===== src/rtl/vexriscv_ram_pkg.sv =====
// Shared types and helpers for the VexRiscv data-RAM port controller.
package vexriscv_ram_pkg;

  localparam int RAM_WIDTH_DEF = 32;
  localparam int RAM_DEPTH_DEF = 8192;

  typedef enum logic [1:0] {IDLE, RD_RSP, RMW_WR} state_e;
  typedef enum logic {CPU = 1'b0, LDR = 1'b1} req_e;

  function automatic int addr_w(input int depth);
    return $clog2(depth);
  endfunction

  // Lanes with mask set take the new byte, others keep the word read from RAM.
  function automatic logic [31:0] byte_merge(input logic [31:0] old_w,
                                             input logic [31:0] new_w,
                                             input logic [3:0]  mask);
    logic [31:0] r;
    r = old_w;
    for (int i = 0; i < 4; i++)
      if (mask[i]) r[8*i +: 8] = new_w[8*i +: 8];
    return r;
  endfunction

endpackage


===== src/rtl/vexriscv_rr_arb2.sv =====
// Two-requester round-robin arbiter; last_q doubles as the owner of the op in flight.
module vexriscv_rr_arb2
  import vexriscv_ram_pkg::*;
(
  input  logic       clk,
  input  logic       reset,
  input  logic [1:0] req,
  input  logic       accept,
  output logic [1:0] grant,
  output req_e       last
);

  req_e last_q, last_d;

  always_comb begin
    grant  = req;
    if (req == 2'b11) grant = (last_q == LDR) ? 2'b01 : 2'b10;
    last_d = last_q;
    if (accept && grant[0])      last_d = CPU;
    else if (accept && grant[1]) last_d = LDR;
  end

  always_ff @(posedge clk) begin
    if (reset) last_q <= LDR;
    else       last_q <= last_d;
  end

  assign last = last_q;

endmodule


===== src/rtl/vexriscv_dbus_ram_ctrl.sv =====
// Data-port controller for the VexRiscv RAM: CPU/loader arbitration, load responses and
// read-modify-write for byte-masked stores. Loader port enabled by `define VEXRAM_LOADER_EN.
module vexriscv_dbus_ram_ctrl
  import vexriscv_ram_pkg::*;
#(
  parameter  int RAM_WIDTH = RAM_WIDTH_DEF,
  parameter  int RAM_DEPTH = RAM_DEPTH_DEF,
  localparam int ADDR_W    = addr_w(RAM_DEPTH)
) (
  input  logic                 clk,
  input  logic                 reset,
  input  logic                 cpu_cmd_valid,
  output logic                 cpu_cmd_ready,
  input  logic                 cpu_cmd_wr,
  input  logic [31:0]          cpu_cmd_addr,
  input  logic [RAM_WIDTH-1:0] cpu_cmd_data,
  input  logic [3:0]           cpu_cmd_mask,
  output logic                 cpu_rsp_valid,
  output logic [RAM_WIDTH-1:0] cpu_rsp_data,
  input  logic                 ldr_cmd_valid,
  output logic                 ldr_cmd_ready,
  input  logic                 ldr_cmd_wr,
  input  logic [ADDR_W-1:0]    ldr_cmd_addr,
  input  logic [RAM_WIDTH-1:0] ldr_cmd_data,
  output logic                 ldr_rsp_valid,
  output logic [RAM_WIDTH-1:0] ldr_rsp_data,
  output logic                 ram_en,
  output logic                 ram_we,
  output logic [ADDR_W-1:0]    ram_addr,
  output logic [RAM_WIDTH-1:0] ram_din,
  input  logic [RAM_WIDTH-1:0] ram_dout
);

  state_e                 state_q, state_d;
  logic [ADDR_W-1:0]      addr_q, addr_d;
  logic [RAM_WIDTH-1:0]   data_q, data_d;
  logic [3:0]             mask_q, mask_d;
  logic [RAM_WIDTH-1:0]   cpu_rsp_data_q, cpu_rsp_data_d;
  logic [RAM_WIDTH-1:0]   ldr_rsp_data_q, ldr_rsp_data_d;

  logic                   ldr_req, idle;
  logic [1:0]             grant;
  req_e                   owner;
  logic                   c_wr;
  logic [ADDR_W-1:0]      c_addr;
  logic [RAM_WIDTH-1:0]   c_data;
  logic [3:0]             c_mask;

`ifdef VEXRAM_LOADER_EN
  assign ldr_req = ldr_cmd_valid;
`else
  logic unused_ldr;
  assign unused_ldr = ldr_cmd_valid;
  assign ldr_req    = 1'b0;
`endif

  // Byte offset and bits above the RAM size are dropped: addresses wrap.
  logic unused_addr;
  assign unused_addr = ^{cpu_cmd_addr[31:ADDR_W+2], cpu_cmd_addr[1:0]};

  assign idle = (state_q == IDLE) && !reset;

  vexriscv_rr_arb2 u_arb (
    .clk    (clk),
    .reset  (reset),
    .req    ({ldr_req, cpu_cmd_valid}),
    .accept (idle),
    .grant  (grant),
    .last   (owner)
  );

  always_comb begin
    if (grant[1]) begin
      c_wr   = ldr_cmd_wr;
      c_addr = ldr_cmd_addr;
      c_data = ldr_cmd_data;
      c_mask = 4'hF;
    end else begin
      c_wr   = cpu_cmd_wr;
      c_addr = cpu_cmd_addr[ADDR_W+1:2];
      c_data = cpu_cmd_data;
      c_mask = cpu_cmd_mask;
    end
  end

  always_comb begin
    state_d        = state_q;
    addr_d         = addr_q;
    data_d         = data_q;
    mask_d         = mask_q;
    cpu_rsp_data_d = cpu_rsp_data_q;
    ldr_rsp_data_d = ldr_rsp_data_q;
    cpu_cmd_ready  = 1'b0;
    ldr_cmd_ready  = 1'b0;
    cpu_rsp_valid  = 1'b0;
    ldr_rsp_valid  = 1'b0;
    ram_en         = 1'b0;
    ram_we         = 1'b0;
    ram_addr       = addr_q;
    ram_din        = data_q;
    case (state_q)
      IDLE: begin
        if (idle && (grant != 2'b00)) begin
          cpu_cmd_ready = grant[0];
          ldr_cmd_ready = grant[1];
          addr_d        = c_addr;
          data_d        = c_data;
          mask_d        = c_mask;
          ram_addr      = c_addr;
          ram_din       = c_data;
          if (!c_wr) begin
            ram_en  = 1'b1;
            state_d = RD_RSP;
          end else if (c_mask == 4'hF) begin
            ram_en = 1'b1;
            ram_we = 1'b1;
          end else if (c_mask != 4'h0) begin
            ram_en  = 1'b1;
            state_d = RMW_WR;
          end
        end
      end
      RD_RSP: begin
        if (owner == CPU) begin
          cpu_rsp_valid  = 1'b1;
          cpu_rsp_data_d = ram_dout;
        end else begin
          ldr_rsp_valid  = 1'b1;
          ldr_rsp_data_d = ram_dout;
        end
        state_d = IDLE;
      end
      RMW_WR: begin
        ram_en  = 1'b1;
        ram_we  = 1'b1;
        ram_din = byte_merge(ram_dout, data_q, mask_q);
        state_d = IDLE;
      end
      default: state_d = IDLE;
    endcase
    // Reset kills the in-flight op, including a pending RMW write.
    if (reset) begin
      cpu_cmd_ready  = 1'b0;
      ldr_cmd_ready  = 1'b0;
      cpu_rsp_valid  = 1'b0;
      ldr_rsp_valid  = 1'b0;
      ram_en         = 1'b0;
      ram_we         = 1'b0;
      cpu_rsp_data_d = '0;
      ldr_rsp_data_d = '0;
      state_d        = IDLE;
    end
  end

  assign cpu_rsp_data = cpu_rsp_data_d;
  assign ldr_rsp_data = ldr_rsp_data_d;

  always_ff @(posedge clk) begin
    if (reset) begin
      state_q        <= IDLE;
      addr_q         <= '0;
      data_q         <= '0;
      mask_q         <= '0;
      cpu_rsp_data_q <= '0;
      ldr_rsp_data_q <= '0;
    end else begin
      state_q        <= state_d;
      addr_q         <= addr_d;
      data_q         <= data_d;
      mask_q         <= mask_d;
      cpu_rsp_data_q <= cpu_rsp_data_d;
      ldr_rsp_data_q <= ldr_rsp_data_d;
    end
  end

endmodule

===== config.mk =====
export PLATFORM = sky130hd
export DESIGN_NAME = vexriscv_dbus_ram_ctrl
export DESIGN_NICKNAME = d
export VERILOG_FILES = /design/src/rtl/vexriscv_ram_pkg.sv /design/src/rtl/vexriscv_rr_arb2.sv /design/src/rtl/vexriscv_dbus_ram_ctrl.sv
export SDC_FILE = /design/constraint.sdc
export NUM_CORES = 1
export LEC_CHECK = 0
export CORE_MARGIN = 2
export CORE_UTILIZATION = 44
export CTS_CLUSTER_DIAMETER = 100
export DETAILED_ROUTE_END_ITERATION = 16
export HOLD_SLACK_MARGIN = 0.1
export PLACE_DENSITY_LB_ADDON = 0.08
export SLEW_MARGIN = 10
export SYNTH_ARGS = -nofsm -noshare
export SYNTH_HDL_FRONTEND = slang
export SYNTH_HIERARCHICAL = 1
export SYNTH_SLANG_ARGS = --single-unit

===== constraint.sdc =====
create_clock -name clk -period 3.5 [get_ports clk]
set_input_delay 1.05 -clock clk [delete_from_list [all_inputs] [get_ports clk]]
set_output_delay 1.05 -clock clk [all_outputs]
set_load 0.02 [all_outputs]

# Word level (Yosys, flattened, before mapping)
# Index checks and enable logic that the tools add are counted.
[classes]
n_reduce_logical = 8
eq_ne = 5
n_mux = 38
bitwise = 1
[ops]
columns = ["operator", "count"]
rows = [
  ["32-bit 2-to-1 mux", 7],
  ["32-bit one-hot mux with 2 select lines", 1],
  ["8-bit 2-to-1 mux", 4],
  ["13-bit 2-to-1 mux", 2],
  ["1-bit 2-to-1 mux", 19],
  ["2-bit 2-to-1 mux", 3],
  ["4-bit == test, second input constant", 1],
  ["1-bit one-hot mux with 2 select lines", 2],
  ["4-bit nonzero test", 1],
  ["3-bit AND reduction", 1],
  ["2-bit by 1-bit == test with 1-bit output, second input constant", 1],
  ["2-bit == test, second input constant", 1],
  ["1-bit logical AND", 2],
  ["2-bit logical NOT", 1],
  ["2-bit by 1-bit != test with 1-bit output, second input constant", 1],
  ["2-bit != test, second input constant", 1],
  ["2-bit AND reduction", 1],
  ["2-bit OR reduction", 1],
  ["1-bit logical NOT", 1],
  ["1-bit inverter", 1],
]
[word_totals]
reg_bits = 116
out_inout_bits = 115
word_cells = 59
input_bits = 151

# Longest topological paths before layout
[logic_depth]
word_depth = 7
ltp_mapped = 7
ltp_nobuf = 5

# Cells and area by module
# The synthesis kept the hierarchy.
[by_module_without_submodules]
columns = ["mod", "area_each_um2", "cells_each", "instances", "seq_area_each_um2"]
rows = [
  ["vexriscv_dbus_ram_ctrl", 6326.1, 823, 1, 2302.2],
  ["vexriscv_rr_arb2", 61.3, 7, 1, 20.0],
]

# Worst setup path before layout
# OpenSTA, ideal clock, no wires.
[synth_path]
path_type = "input port to output port"
from = "input cpu_cmd_valid"
to = "output ram_en"
n_path_buf = 2
required_time_ns = 2.450
stages = 6
setup_slack_ns = -0.172
t_arrival_ns = 2.622
path_cell_list = "a21boi_0 > or2_2 > buf_2 > buf_2 > o211ai_1 > a21boi_0"
[synth_via]
elab_chain_len = 4
[synth_lines]
columns = ["element", "line_no", "text"]
rows = [
  ["start: declaration", "vexriscv_dbus_ram_ctrl.sv:12", "input logic cpu_cmd_valid,"],
  ["1-bit logical AND", "vexriscv_dbus_ram_ctrl.sv:103", "if (idle && (grant != 2'b00)) begin"],
  ["1-bit 2-to-1 mux", "vexriscv_dbus_ram_ctrl.sv:103", ""],
  ["1-bit one-hot mux with 2 select lines", "vexriscv_dbus_ram_ctrl.sv:101", "case (state_q)"],
  ["1-bit 2-to-1 mux", "vexriscv_dbus_ram_ctrl.sv:142", "if (reset) begin"],
  ["end: declaration", "vexriscv_dbus_ram_ctrl.sv:27", "output logic ram_en,"],
]
# No other way between the ends.

# Worst setup path after layout
[layout_path]
from = "input cpu_cmd_mask[1]"
to = "output ram_en"
[layout_via]
elab_chain_len = 7
word_cells_on_any_way = 8
classes_between = "eq/ne: 1; mux: 6; reduce/logical: 1"
[layout_lines]
columns = ["element", "line_no", "text"]
rows = [
  ["start: declaration", "vexriscv_dbus_ram_ctrl.sv:17", "input logic [3:0] cpu_cmd_mask,"],
  ["4-bit nonzero test", "vexriscv_dbus_ram_ctrl.sv:117", "end else if (c_mask != 4'h0) begin"],
  ["1-bit 2-to-1 mux", "vexriscv_dbus_ram_ctrl.sv:117", ""],
  ["1-bit 2-to-1 mux *", "vexriscv_dbus_ram_ctrl.sv:114", "end else if (c_mask == 4'hF) begin"],
  ["1-bit 2-to-1 mux *", "vexriscv_dbus_ram_ctrl.sv:111", "if (!c_wr) begin"],
  ["1-bit 2-to-1 mux *", "vexriscv_dbus_ram_ctrl.sv:103", ""],
  ["1-bit one-hot mux with 2 select lines *", "vexriscv_dbus_ram_ctrl.sv:101", ""],
  ["1-bit 2-to-1 mux *", "vexriscv_dbus_ram_ctrl.sv:142", ""],
]
# Mark *: on every way between the ends. The rest lies on a longest branch, timed or not.

==> impl_metrics.py <==
metrics = {
    "outcome": {
        "outcome": "finished, violations left",
        "violations": "slew limit",
    },
    "timing": {
        "fin_ws_ns": 0.0422,
        "final-max-slew-violation-count": 67,
        "clock_skew_ns": 0.00673,
        "fmax_ghz": 0.289,
        "post-route-period-util_pct": 98.8,
        "report.final.setup_viol": 0,
        "rsz0062_at_grt": "false",
        "finalCriticalPeriod_ns": 3.46,
        "setup_tns_ns": 0,
        "relSlewSlack_pct": -615,
        "holdWs_ns": 0.461,
        "worst_pin_slew_ns": 10.63,
        "finalHoldViolCount": 0,
    },
    "drt": {
        "dr.pass1.iters": 5,
        "viasPerCell": 5.56,
        "route.vias.total": 7359,
        "wl_per_cell_um": 17.2,
        "ant_nets": 0,
        "drc": 0,
        "drt_iter0_drc": 468,
        "wl_um": 22700,
    },
    "critical_path": {
        "cp.arrival_ns": 2.41,
        "worstPathRequired_ns": 2.45,
        "start_kind": "primary input",
        "end_kind": "primary output",
        "worstSetupPathType": "primary input to primary output",
        "crit_fanout": 2,
    },
    "synth": {
        "yosysSeqAreaShare_pct": 36.4,
        "synthArstFlopShare_pct": 0,
        "synth_top_area_cell": "dfxtp_1",
        "synth_edf_count": 0,
        "synth.cell_area_um2": 6390,
        "ys_top_cells_by_area": "dfxtp_1 36%, a21oi_1 15%, nand2_1 8.6%, mux2_2 5.6%, nor3_1 3.8%",
        "netlist_instances": 830,
        "avgSynthCellArea_um2": 7.70,
        "ys_seq_elements": 116,
        "synth_cell_types": 44,
        "synth_ff_type": "dfxtp_1",
        "ys_warn_count": 6,
        "synth_most_common_cell": "a21oi_1",
        "synth_top_area_share_pct": 36.4,
        "synthTopCellsByCount": "194 x a21oi_1, 146 x nand2_1, 116 x dfxtp_1",
    },
    "run": {
        "maxCapViolations": 0,
    },
    "layout": {
        "num_antenna_cells": 0,
        "area_delta_synth_final_pct": 62.5,
        "num-fill-cells": 1164,
        "stdcell_area_um2": 10400,
        "drive_gt1_share_pct": 24.8,
        "finalNetCount": 1278,
        "fin_util_pct": 72.2,
    },
    "pwr": {
        "powerDensity_nw_per_um2": 429,
        "vdd_drop_max_mv": 0.331,
        "p_leak_nw": 4.31,
    },
    "die": {
        "initial_core_util_pct": 44.5,
        "ios": 266,
        "rows": 44,
        "core_area_um2": 14400,
        "die_h_um": 124,
        "die_x_um": 124,
        "die_area_um2": 15500,
    },
    "place": {
        "routabilityCongestion": 0.910,
        "hpwl_um": 16100,
        "dpl_cell_area_um2": 9620,
        "port_buffers": 244,
        "place_ws_ns": -0.790,
    },
    "global_routing": {
        "grt_usage_pct": 28.3,
        "grt_overflow": 0,
        "grt_pass1_vias": 6677,
        "grt_pass1_wl_um": 35600,
        "grt_max_degree": 76,
        "antenna_found_initial": 0,
    },
    "cts": {
        "clk_pin_slew_ns": 0.06,
        "root_buffer": "clkbuf_16",
        "cts_buffer_depth": 2,
        "cts_tree": "yes",
        "clock-sinks": 116,
        "htree_levels": 4,
        "clk_latency_ns": 0.41,
        "cts_made_buffers": 17,
        "hold_buffers": 0,
    },
    "hold_path": {
        "hold_class": "flip-flop to flip-flop",
    },
}
## state kept, by name, indices dropped and copies added, names as in the netlist
register and cells:
mask_q 4, state_q 2, addr_q 13, ldr_rsp_data_q 32, data_q 32, u_arb/last 1, cpu_rsp_data_q 32
## logic make-up after synthesis
group / Yosys count / synth area share (%)
AO/OA/AOI/OAI: 332 / 32.9
AND/OR/NAND/NOR: 264 / 18.9
flip-flops: 116 / 36.4
buffers and inverters: 84 / 6.03
multiplexers: 33 / 5.80
other: 1 / 0.0587
## routing by layer
metal | wire length (µm) | up-vias | track usage, %
li1 | - | 3584 | -
met1 | 10200 | 3415 | 40.0
met5 | 0 | - | 0
met2 | 10100 | 309 | 42.6
met4 | 656 | 0 | 10.0
met3 | 1690 | 51 | 5.84
## timing repair
action,CTS,global route
gates cloned,1,1
endpoints found under the setup margin,112,61
setup buffers,2,0
pin swaps,6,11
resized for setup,266,82
## worst max-delay path, stage by stage
cell           delay (ns)
dlygate4sd2_1        0.24
or4_4                0.52
o211ai_1             0.30
a21boi_2             0.12
buf_4                0.17
## cell type report
type / count / area (µm²) / area share [%]
clock inverter: 12 / 121 / 1.17
sequential: 116 / 2320 / 22.4
inverter: 7 / 26.3 / 0.253
clock buffer: 19 / 453 / 4.36
tap: 184 / 230 / 2.22
multi-input combinational: 632 / 3960 / 38.2
timing repair buffer: 353 / 3260 / 31.4
## per-stage QoR
step	power (mW)	cells
global route	4.63	1323
floorplan	2.10	832
global placement	2.72	1289
detailed placement	2.73	1289
CTS	4.36	1322
finish	4.45	1323
## layout by cell type, fill, tap and decap left out, types with 4 or more instances in the layout
| cell type | n |
|---|---|
| o211ai_1 | 17 |
| clkbuf_16 | 18 |
| o22ai_1 | 16 |
| a22oi_2 | 14 |
| nor2b_1 | 13 |
| clkdlybuf4s50_1 | 127 |
| o21ai_0 | 27 |
| buf_4 | 117 |
| buf_2 | 18 |
| o21a_1 | 16 |
| a22oi_1 | 18 |
| a21o_1 | 4 |
| nor3_1 | 49 |
| nand3_1 | 12 |
| nor3b_2 | 4 |
| dfxtp_1 | 114 |
| inv_1 | 6 |
| nand3_2 | 4 |
| buf_6 | 10 |
| buf_12 | 9 |
| mux2_2 | 32 |
| o21ai_1 | 5 |
| dlygate4sd2_1 | 53 |
| nor2_1 | 20 |
| clkinvlp_4 | 4 |
| a21oi_1 | 183 |
| a2111oi_4 | 13 |
| a21oi_2 | 9 |
| nand2_1 | 146 |
| dlymetal6s2s_1 | 15 |
| inv_6 | 4 |
## where the power goes
part | total [mW] | leakage [nW] | internal (mW) | switching (mW)
registers | 1.45 | 0.947 | 1.40 | 0.0555
clock network | 1.69 | 0.269 | 1.02 | 0.672
logic | 1.30 | 3.10 | 0.620 | 0.684
total | 4.45 | 4.31 | 3.04 | 1.41
## path summary, 6_finish.rpt
check	from	end	slack, ns	depth (start not counted)
setup reg to reg	state_q[0]	mask_q[2]	1.75	5
hold / removal	ldr_rsp_data_q[29]	ldr_rsp_data_q[29]	0.46	2
setup / recovery	cpu_cmd_mask[1]	ram_en	0.04	5
hold reg to reg	ldr_rsp_data_q[29]	ldr_rsp_data_q[29]	0.46	2
No activity file was read; power rests on OpenSTA's default activity.
